`config.mk`:
```
export PLATFORM = sky130hd
export DESIGN_NAME = enemy_path_ctl_flat
export DESIGN_NICKNAME = d
export VERILOG_FILES = /design/src/rtl/ROM_pkg.sv /design/src/rtl/enemy_path_ctl_if.sv /design/src/rtl/enemy_path_ctl_lane.sv /design/src/rtl/enemy_path_ctl.sv /design/src/flat_wrapper.sv
export SDC_FILE = /design/constraint.sdc
export NUM_CORES = 1
export LEC_CHECK = 0
export CAP_MARGIN = 20
export CORE_MARGIN = 1.5
export CORE_UTILIZATION = 50
export DETAILED_ROUTE_END_ITERATION = 7
export DONT_BUFFER_PORTS = 1
export PLACE_DENSITY_LB_ADDON = 0.3
export SLEW_MARGIN = 20
export SYNTH_ARGS = -nofsm -noshare
export SYNTH_HDL_FRONTEND = slang
export SYNTH_SLANG_ARGS = --single-unit
```
`constraint.sdc`:
```
create_clock -name clk -period 5 [get_ports clk]
set_input_delay 1 -clock clk [delete_from_list [all_inputs] [get_ports clk]]
set_output_delay 1 -clock clk [all_outputs]
set_load 0.005 [all_outputs]
```
`src/rtl/ROM_pkg.sv`:
```
// Lane geometry constants and shared types for the enemy trajectory controller.
package ROM_pkg;

  localparam int NUM_LANES = 3;

  localparam int X_ENEMY1_START = 240;

  localparam int Y_ENEMY1_BASE1 = 100;
  localparam int Y_ENEMY2_BASE2 = 150;
  localparam int Y_ENEMY3_BASE3 = 200;

  localparam int X_BASE1 = 50;
  localparam int X_BASE2 = 40;
  localparam int X_BASE3 = 60;

  typedef enum logic [1:0] {
    E_IDLE,
    E_FLY,
    E_ARRIVE,
    E_BOOM
  } enemy_state_t;

  function automatic int lane_y(input int lane);
    case (lane)
      0:       return Y_ENEMY1_BASE1;
      1:       return Y_ENEMY2_BASE2;
      default: return Y_ENEMY3_BASE3;
    endcase
  endfunction

  function automatic int lane_x_end(input int lane);
    case (lane)
      0:       return X_BASE1;
      1:       return X_BASE2;
      default: return X_BASE3;
    endcase
  endfunction

endpackage

```
`src/rtl/enemy_path_ctl_if.sv`:
```
// Spawn/kill handshake and per-lane sprite outputs between game logic and the enemy controller.
interface enemy_path_ctl_if;
  logic        frame_tick;
  logic [2:0]  spawn_req;
  logic [2:0]  spawn_rdy;
  logic [2:0]  kill;
  logic [23:0] enemy_x;
  logic [23:0] enemy_y;
  logic [2:0]  enemy_active;
  logic [2:0]  enemy_boom;
  logic [2:0]  base_hit;

  modport master (
    output frame_tick, spawn_req, kill,
    input  spawn_rdy, enemy_x, enemy_y, enemy_active, enemy_boom, base_hit
  );

  modport slave (
    input  frame_tick, spawn_req, kill,
    output spawn_rdy, enemy_x, enemy_y, enemy_active, enemy_boom, base_hit
  );
endinterface

```
`src/rtl/enemy_path_ctl_lane.sv`:
```
// Single-lane enemy FSM: spawn, step-left flight, base arrival, kill (explosion with ENEMY_EXPLODE_EN).
module enemy_lane
  import ROM_pkg::*;
#(
  parameter int X_START         = 240,
  parameter int X_END           = 50,
  parameter int Y               = 100,
  parameter int FRAMES_PER_STEP = 4,
  parameter int EXPLODE_FRAMES  = 30
) (
  input  logic       clk,
  input  logic       rst,
  input  logic       frame_tick,
  input  logic       spawn_req,
  input  logic       kill,
  output logic       spawn_rdy,
  output logic [7:0] x,
  output logic [7:0] y,
  output logic       active,
  output logic       boom,
  output logic       base_hit
);

  // One frame counter serves both the step divider and the explosion timer.
  localparam int CNT_MAX = (FRAMES_PER_STEP > EXPLODE_FRAMES) ? FRAMES_PER_STEP : EXPLODE_FRAMES;
  localparam int CW      = $clog2(CNT_MAX + 1);

  localparam logic [CW-1:0] STEP_LAST = CW'(FRAMES_PER_STEP - 1);
  localparam logic [7:0]    XS        = 8'(X_START);
  localparam logic [7:0]    XE        = 8'(X_END);
`ifdef ENEMY_EXPLODE_EN
  localparam logic [CW-1:0] BOOM_LAST = CW'(EXPLODE_FRAMES - 1);
`endif

  enemy_state_t  state_q, state_d;
  logic [7:0]    x_q, x_d;
  logic [CW-1:0] cnt_q, cnt_d;
  logic          active_q, active_d;
  logic          boom_q, boom_d;
  logic          hit_q, hit_d;
  logic          rdy_q, rdy_d;

  always_comb begin
    state_d  = state_q;
    x_d      = x_q;
    cnt_d    = cnt_q;
    active_d = active_q;
    boom_d   = boom_q;
    hit_d    = 1'b0;
    rdy_d    = rdy_q;
    unique case (state_q)
      E_IDLE: begin
        if (spawn_req) begin
          state_d  = E_FLY;
          x_d      = XS;
          cnt_d    = '0;
          active_d = 1'b1;
          rdy_d    = 1'b0;
        end
      end
      E_FLY: begin
        // Kill is checked first so it beats a coincident final step.
        if (kill) begin
`ifdef ENEMY_EXPLODE_EN
          state_d = E_BOOM;
          boom_d  = 1'b1;
          cnt_d   = '0;
`else
          state_d  = E_IDLE;
          active_d = 1'b0;
          rdy_d    = 1'b1;
`endif
        end else if (frame_tick) begin
          if (cnt_q == STEP_LAST) begin
            cnt_d = '0;
            x_d   = x_q - 8'd1;
            if (x_d == XE) begin
              state_d  = E_ARRIVE;
              hit_d    = 1'b1;
              active_d = 1'b0;
            end
          end else begin
            cnt_d = cnt_q + CW'(1);
          end
        end
      end
      E_ARRIVE: begin
        state_d = E_IDLE;
        rdy_d   = 1'b1;
      end
      E_BOOM: begin
`ifdef ENEMY_EXPLODE_EN
        if (frame_tick) begin
          if (cnt_q == BOOM_LAST) begin
            state_d  = E_IDLE;
            cnt_d    = '0;
            active_d = 1'b0;
            boom_d   = 1'b0;
            rdy_d    = 1'b1;
          end else begin
            cnt_d = cnt_q + CW'(1);
          end
        end
`else
        state_d  = E_IDLE;
        active_d = 1'b0;
        boom_d   = 1'b0;
        rdy_d    = 1'b1;
`endif
      end
      default: state_d = E_IDLE;
    endcase
  end

  always_ff @(posedge clk) begin
    if (rst) begin
      state_q  <= E_IDLE;
      x_q      <= XS;
      cnt_q    <= '0;
      active_q <= 1'b0;
      boom_q   <= 1'b0;
      hit_q    <= 1'b0;
      rdy_q    <= 1'b1;
    end else begin
      state_q  <= state_d;
      x_q      <= x_d;
      cnt_q    <= cnt_d;
      active_q <= active_d;
      boom_q   <= boom_d;
      hit_q    <= hit_d;
      rdy_q    <= rdy_d;
    end
  end

  assign spawn_rdy = rdy_q;
  assign x         = x_q;
  assign y         = 8'(Y);
  assign active    = active_q;
  assign boom      = boom_q;
  assign base_hit  = hit_q;

endmodule

```
`src/rtl/enemy_path_ctl.sv`:
```
// Three-lane enemy trajectory controller; each lane is an independent enemy_lane instance.
// Optional explosion phase on kill enabled by defining ENEMY_EXPLODE_EN.
module enemy_path_ctl
  import ROM_pkg::*;
#(
  parameter int FRAMES_PER_STEP = 4,
  parameter int X_START         = X_ENEMY1_START,
  parameter int EXPLODE_FRAMES  = 30
) (
  input logic             clk,
  input logic             rst,
  enemy_path_ctl_if.slave bus
);

  logic [23:0] x_all;
  logic [23:0] y_all;
  logic [2:0]  rdy_all;
  logic [2:0]  active_all;
  logic [2:0]  boom_all;
  logic [2:0]  hit_all;

  for (genvar i = 0; i < NUM_LANES; i++) begin : g_lane
    enemy_lane #(
      .X_START        (X_START),
      .X_END          (lane_x_end(i)),
      .Y              (lane_y(i)),
      .FRAMES_PER_STEP(FRAMES_PER_STEP),
      .EXPLODE_FRAMES (EXPLODE_FRAMES)
    ) u_lane (
      .clk       (clk),
      .rst       (rst),
      .frame_tick(bus.frame_tick),
      .spawn_req (bus.spawn_req[i]),
      .kill      (bus.kill[i]),
      .spawn_rdy (rdy_all[i]),
      .x         (x_all[8*i +: 8]),
      .y         (y_all[8*i +: 8]),
      .active    (active_all[i]),
      .boom      (boom_all[i]),
      .base_hit  (hit_all[i])
    );
  end

  assign bus.spawn_rdy    = rdy_all;
  assign bus.enemy_x      = x_all;
  assign bus.enemy_y      = y_all;
  assign bus.enemy_active = active_all;
  assign bus.enemy_boom   = boom_all;
  assign bus.base_hit     = hit_all;

endmodule

```
`src/flat_wrapper.sv`:
```
// flat-port wrapper written by rule: the top's interface ports become plain ports
module enemy_path_ctl_flat import ROM_pkg::*;
#(
  parameter int FRAMES_PER_STEP = 4,
  parameter int X_START         = X_ENEMY1_START,
  parameter int EXPLODE_FRAMES  = 30
)
  (clk, rst, bus_frame_tick, bus_spawn_req, bus_kill, bus_spawn_rdy, bus_enemy_x, bus_enemy_y, bus_enemy_active, bus_enemy_boom, bus_base_hit);
  enemy_path_ctl_if bus_i ();
  input logic clk;
  input logic rst;
  input wire logic [$bits(bus_i.frame_tick)-1:0] bus_frame_tick;
  input wire logic [$bits(bus_i.spawn_req)-1:0] bus_spawn_req;
  input wire logic [$bits(bus_i.kill)-1:0] bus_kill;
  output wire logic [$bits(bus_i.spawn_rdy)-1:0] bus_spawn_rdy;
  output wire logic [$bits(bus_i.enemy_x)-1:0] bus_enemy_x;
  output wire logic [$bits(bus_i.enemy_y)-1:0] bus_enemy_y;
  output wire logic [$bits(bus_i.enemy_active)-1:0] bus_enemy_active;
  output wire logic [$bits(bus_i.enemy_boom)-1:0] bus_enemy_boom;
  output wire logic [$bits(bus_i.base_hit)-1:0] bus_base_hit;
  assign bus_i.frame_tick = bus_frame_tick;
  assign bus_i.spawn_req = bus_spawn_req;
  assign bus_i.kill = bus_kill;
  assign bus_spawn_rdy = bus_i.spawn_rdy;
  assign bus_enemy_x = bus_i.enemy_x;
  assign bus_enemy_y = bus_i.enemy_y;
  assign bus_enemy_active = bus_i.enemy_active;
  assign bus_enemy_boom = bus_i.enemy_boom;
  assign bus_base_hit = bus_i.base_hit;
  enemy_path_ctl #(.FRAMES_PER_STEP(FRAMES_PER_STEP), .X_START(X_START), .EXPLODE_FRAMES(EXPLODE_FRAMES)) u_core (.clk(clk), .rst(rst), .bus(bus_i));
endmodule
```
==> results.md <==
- Entering global routing, the biggest net connects 36 pins.
- The detailed router's first-iteration violation count is 64.
- At the worst endpoint, the required time is 5.20 ns.
- In this run the worst hold path is classified as reg -> reg.
- For the finished layout, the period the worst path requires is 2.19 ns.
- The die covers 6460 um2.
- The number of buffers inserted by hold repair at cts is 0.
- The number of global-route vias before repair is 1935.
- In this run the mean area of a mapped cell was 8.41 um2.
- The clock tree from TritonCTS is built.
- After clock tree synthesis, the clock-pin slew on the worst setup and hold paths is 0.09 ns.
- Headroom to the max-slew limit came out at 0.577.
- The number of antenna violations at the first check in global routing is 0.
- Summed over all layers, the global routing overflow is 0.
- The largest fanout on the critical path is 6.
- The hold violation count in the final report is 0.
- The launching element of the worst setup path is u_core.g_lane[0].u_lane.x[0].
- The H-tree generated during clock tree synthesis spans 2 levels.
- The post-detailed-routing wire length is 5630 um.
- From left edge to right edge, the die measures 80.4 um.
- The combinational family with the most area after synthesis is simple AND/OR/NAND/NOR gates.
- The half-perimeter wire length after detailed placement is 4100 um.
- The row count is 28.
- The layout-stage area growth over the synthesis result is -0.501%.
- The run finished with clean final reports.
- The number of clock buffers added by TritonCTS is 5.
- Setup repair after global routing left no endpoint under its margin.
- The kind of critical path is reg -> reg.
- The worst register-to-register path begins at u_core.g_lane[0].u_lane.x[0].
- The actual slew at the worst max-slew pin is 0.630 ns.
- The tool flagged a number of max-cap violations equal to 0.
- The areal power density over the cells is 261 nW/um2.
- The routed via count divided by cell count is 5.52.
- The fraction of layout cells with a size suffix above 1 is 0.0462.
- The share of synthesized cell area in full adder, half adder and majority cells is 0.0376.
- In this run the count of I/O pins placed on the die edge is 69.
- The worst setup path is captured at a register.
- Once layout is complete, the cells apart from fillers number 421.
- The flop and latch count out of synthesis is 54.
- Across all layers, the routed design uses 2324 vias.
- Setup violations remaining at the end of the flow were counted as 0.
- The overall die height is 80.4 um.
- Timing would allow up to 456 MHz.
- For this run, the total global-route usage over all layers was measured as 0.173.
- The repair_antennas step left the layout with diodes totalling 0.
- The insertion delay to the later sink of the worst-skew pair is 0.31 ns.
- The initial core utilization is 0.512.
- The final-layout setup total negative slack is 0 ns.
- In this run the standard cell core region covers 5850 um2.
- The complex-gate fraction of the synthesized area came to 0.150.
- The wire length per cell after detailed routing is 13.4 um.
- Yosys mapped the design onto 54 distinct sky130hd cell types.
- The analysis attributes to cell leakage a power of 1.14 nW.
- The number of standard cells after synthesis is 356.
- The worst setup path is launched from a register.
- The setup clock skew after layout is 0.00788 ns.
- In the synthesized netlist the async set-or-reset flop fraction comes to 0.
- The multiplexer area fraction after synthesis is 0.0134.
- Following the worst setup path forward leads to its endpoint at u_core.g_lane[0].u_lane.state_q[1].
- The number of synthesis warnings is 0.
- Once the clock tree was built, the resizer swapped 0 gates to a different size.
- Routability-driven placement finished with a final weighted congestion of 0.824.
- In this run, synthesis inferred 0 flip-flops with an integrated enable.
- At the worst endpoint, the arrival time is 2.40 ns.
- The first global-routing pass estimated 8700 um of wire.
- The detail route stage leaves a number of antenna-violating nets equal to 0.
- The simple-gate share of the synthesized area is 0.262.
- The register area share after synthesis is 0.361.
- The worst reg2reg path depth is 7.
- The worst-case IR drop observed on VDD is 148 uV.
- The iteration count of the initial detailed-routing pass is 4.
- The count of input and output buffers is 0.
- The post-route fraction of the period consumed by the critical path is 0.439.
- Counting tap cells, the placed design contains a total of 413 instances.
- The detailed-route DRC error count is 0.
- Counting along the longest clock path gives a buffer depth of 2.
- The root cell of the clock tree is sky130_fd_sc_hd__clkbuf_8.
- The CTS sink count is 54.
- The net count of the finished layout is 363.
- The most instantiated flip-flop cell in the synthesis netlist is sky130_fd_sc_hd__dfxtp_1.
- The count of pins over their slew limit is 0.
- The setup slack of the worst register-to-register path is 2.81 ns.
- After clock tree synthesis, the setup repair step added 0 buffers.
- The endpoint identified for the worst register-to-register timing path is u_core.g_lane[0].u_lane.state_q[1].
- Of the total synthesized cell area, the portion taken by XOR and XNOR cells is 0.0585.
- In this run the cell area of the synthesized design comes to 2990 um2.
metal layers:
metal | global-route usage | wire, um | vias to the layer above
li1 | - | - | 1170
met1 | 0.212 | 2580 | 1097
met2 | 0.287 | 2630 | 52
met3 | 0.0523 | 339 | 5
met4 | 0.0621 | 83 | 0
met5 | 0 | 0 | -
sequential cells by signal, summed over array words and instances (netlist names):
signal                          cells
u_core.g_lane.u_lane.base_hit       3
u_core.g_lane.u_lane.x             24
u_core.g_lane.u_lane.state_q        6
u_core.g_lane.u_lane.cnt_q         15
u_core.g_lane.u_lane.active         3
u_core.g_lane.u_lane.spawn_rdy      3
how the worst min path moves through the flow:
stage | from | end | cells past startpoint
5_1_grt | u_core.g_lane[1].u_lane.cnt_q[1] | u_core.g_lane[1].u_lane.cnt_q[1] | 2
3_5_place_dp | u_core.g_lane[1].u_lane.cnt_q[1] | u_core.g_lane[1].u_lane.cnt_q[1] | 2
2_1_floorplan | u_core.g_lane[2].u_lane.state_q[1] | u_core.g_lane[2].u_lane.spawn_rdy | 1
6_report | u_core.g_lane[1].u_lane.cnt_q[1] | u_core.g_lane[1].u_lane.cnt_q[1] | 2
3_3_place_gp | u_core.g_lane[1].u_lane.cnt_q[1] | u_core.g_lane[1].u_lane.cnt_q[1] | 2
4_1_cts | u_core.g_lane[1].u_lane.cnt_q[1] | u_core.g_lane[1].u_lane.cnt_q[1] | 2
synthesized netlist by cell type (8+ instances only):
master                     instances  area (um2)
sky130_fd_sc_hd__nand2b_1         12        75.1
sky130_fd_sc_hd__dfxtp_1          54        1080
sky130_fd_sc_hd__a21oi_1          20         100
sky130_fd_sc_hd__nand4_1          10        62.6
sky130_fd_sc_hd__nand2_1          16        60.1
sky130_fd_sc_hd__xor2_1           12         105
sky130_fd_sc_hd__ha_1              9         113
sky130_fd_sc_hd__nor2_1           36         135
sky130_fd_sc_hd__nor3_1           16        80.1
sky130_fd_sc_hd__nor2b_1           9        56.3
sky130_fd_sc_hd__xnor2_1           8        70.1
sky130_fd_sc_hd__inv_1            11        41.3
sky130_fd_sc_hd__buf_4            36         270
sky130_fd_sc_hd__o21ai_0          19        95.1
worst max-delay path, stage by stage, from the launching register on:
cell and delay, ns:
sky130_fd_sc_hd__dfxtp_1 0.39, sky130_fd_sc_hd__inv_1 0.12, sky130_fd_sc_hd__ha_1 0.23, sky130_fd_sc_hd__or3b_1 0.40, sky130_fd_sc_hd__nor3_1 0.18, sky130_fd_sc_hd__xor2_1 0.15, sky130_fd_sc_hd__or3_4 0.41, sky130_fd_sc_hd__nor4_1 0.21
where the power goes:
group,internal [W],total [W],switching [W]
clock network,0.000112,0.000252,0.000140
logic,0.0000261,0.0000654,0.0000393
registers,0.000443,0.000459,0.0000164
final cells by class:
class,instances,area [um2]
clock buffer,7,86.3
clock inverter,1,5.00
fill,563,2870
inverter,11,41.3
multi-input combinational,272,1660
sequential,54,1080
tap,75,93.8
timing repair buffer,1,7.51
per-stage QoR:
step | power, W | utilization | cell area (um2) | hold slack (ns) | setup slack [ns]
5_1_grt | 0.000817 | 0.509 | 2980 | 0.520 | 2.65
2_1_floorplan | 0.000545 | - | 3090 | 0.456 | 2.82
4_1_cts | 0.000785 | 0.509 | 2980 | 0.494 | 2.79
6_report | 0.000776 | 0.509 | 2980 | 0.493 | 2.81
3_5_place_dp | 0.000534 | 0.494 | 2890 | 0.478 | 2.68
3_3_place_gp | 0.000533 | 0.494 | 2890 | 0.475 | 2.70
cells by family (layout without fill, tap and decap cells):
group	after synthesis	after routing
and+or+nand+nor	141	141
AOI/OAI and AO/OA	71	71
buffers and inverters	55	20
DFF	54	54
xor gates and xnor gates	20	20
adders and majority gates	9	9
muxes	4	4
other	2	27
placed cells by master, fill, tap and decap left out, types with 3 or more instances in the layout:
cell type and count:
sky130_fd_sc_hd__nor2b_1 9, sky130_fd_sc_hd__nand2_1 16, sky130_fd_sc_hd__nand2b_1 12, sky130_fd_sc_hd__a21o_1 5, sky130_fd_sc_hd__o21bai_1 6, sky130_fd_sc_hd__o31ai_1 6, sky130_fd_sc_hd__dfxtp_1 54, sky130_fd_sc_hd__nor4_1 6
sky130_fd_sc_hd__nand3_1 6, sky130_fd_sc_hd__nand3b_1 4, sky130_fd_sc_hd__conb_1 27, sky130_fd_sc_hd__inv_1 11, sky130_fd_sc_hd__nand4_1 10, sky130_fd_sc_hd__o21ai_0 19, sky130_fd_sc_hd__xnor2_1 8, sky130_fd_sc_hd__nor2_1 36
sky130_fd_sc_hd__ha_1 9, sky130_fd_sc_hd__clkbuf_8 6, sky130_fd_sc_hd__nor3_1 16, sky130_fd_sc_hd__or3_1 5, sky130_fd_sc_hd__a21oi_1 20, sky130_fd_sc_hd__mux2i_1 4, sky130_fd_sc_hd__and3_1 3, sky130_fd_sc_hd__xor2_1 12
Power figures use the tool's default switching activity.
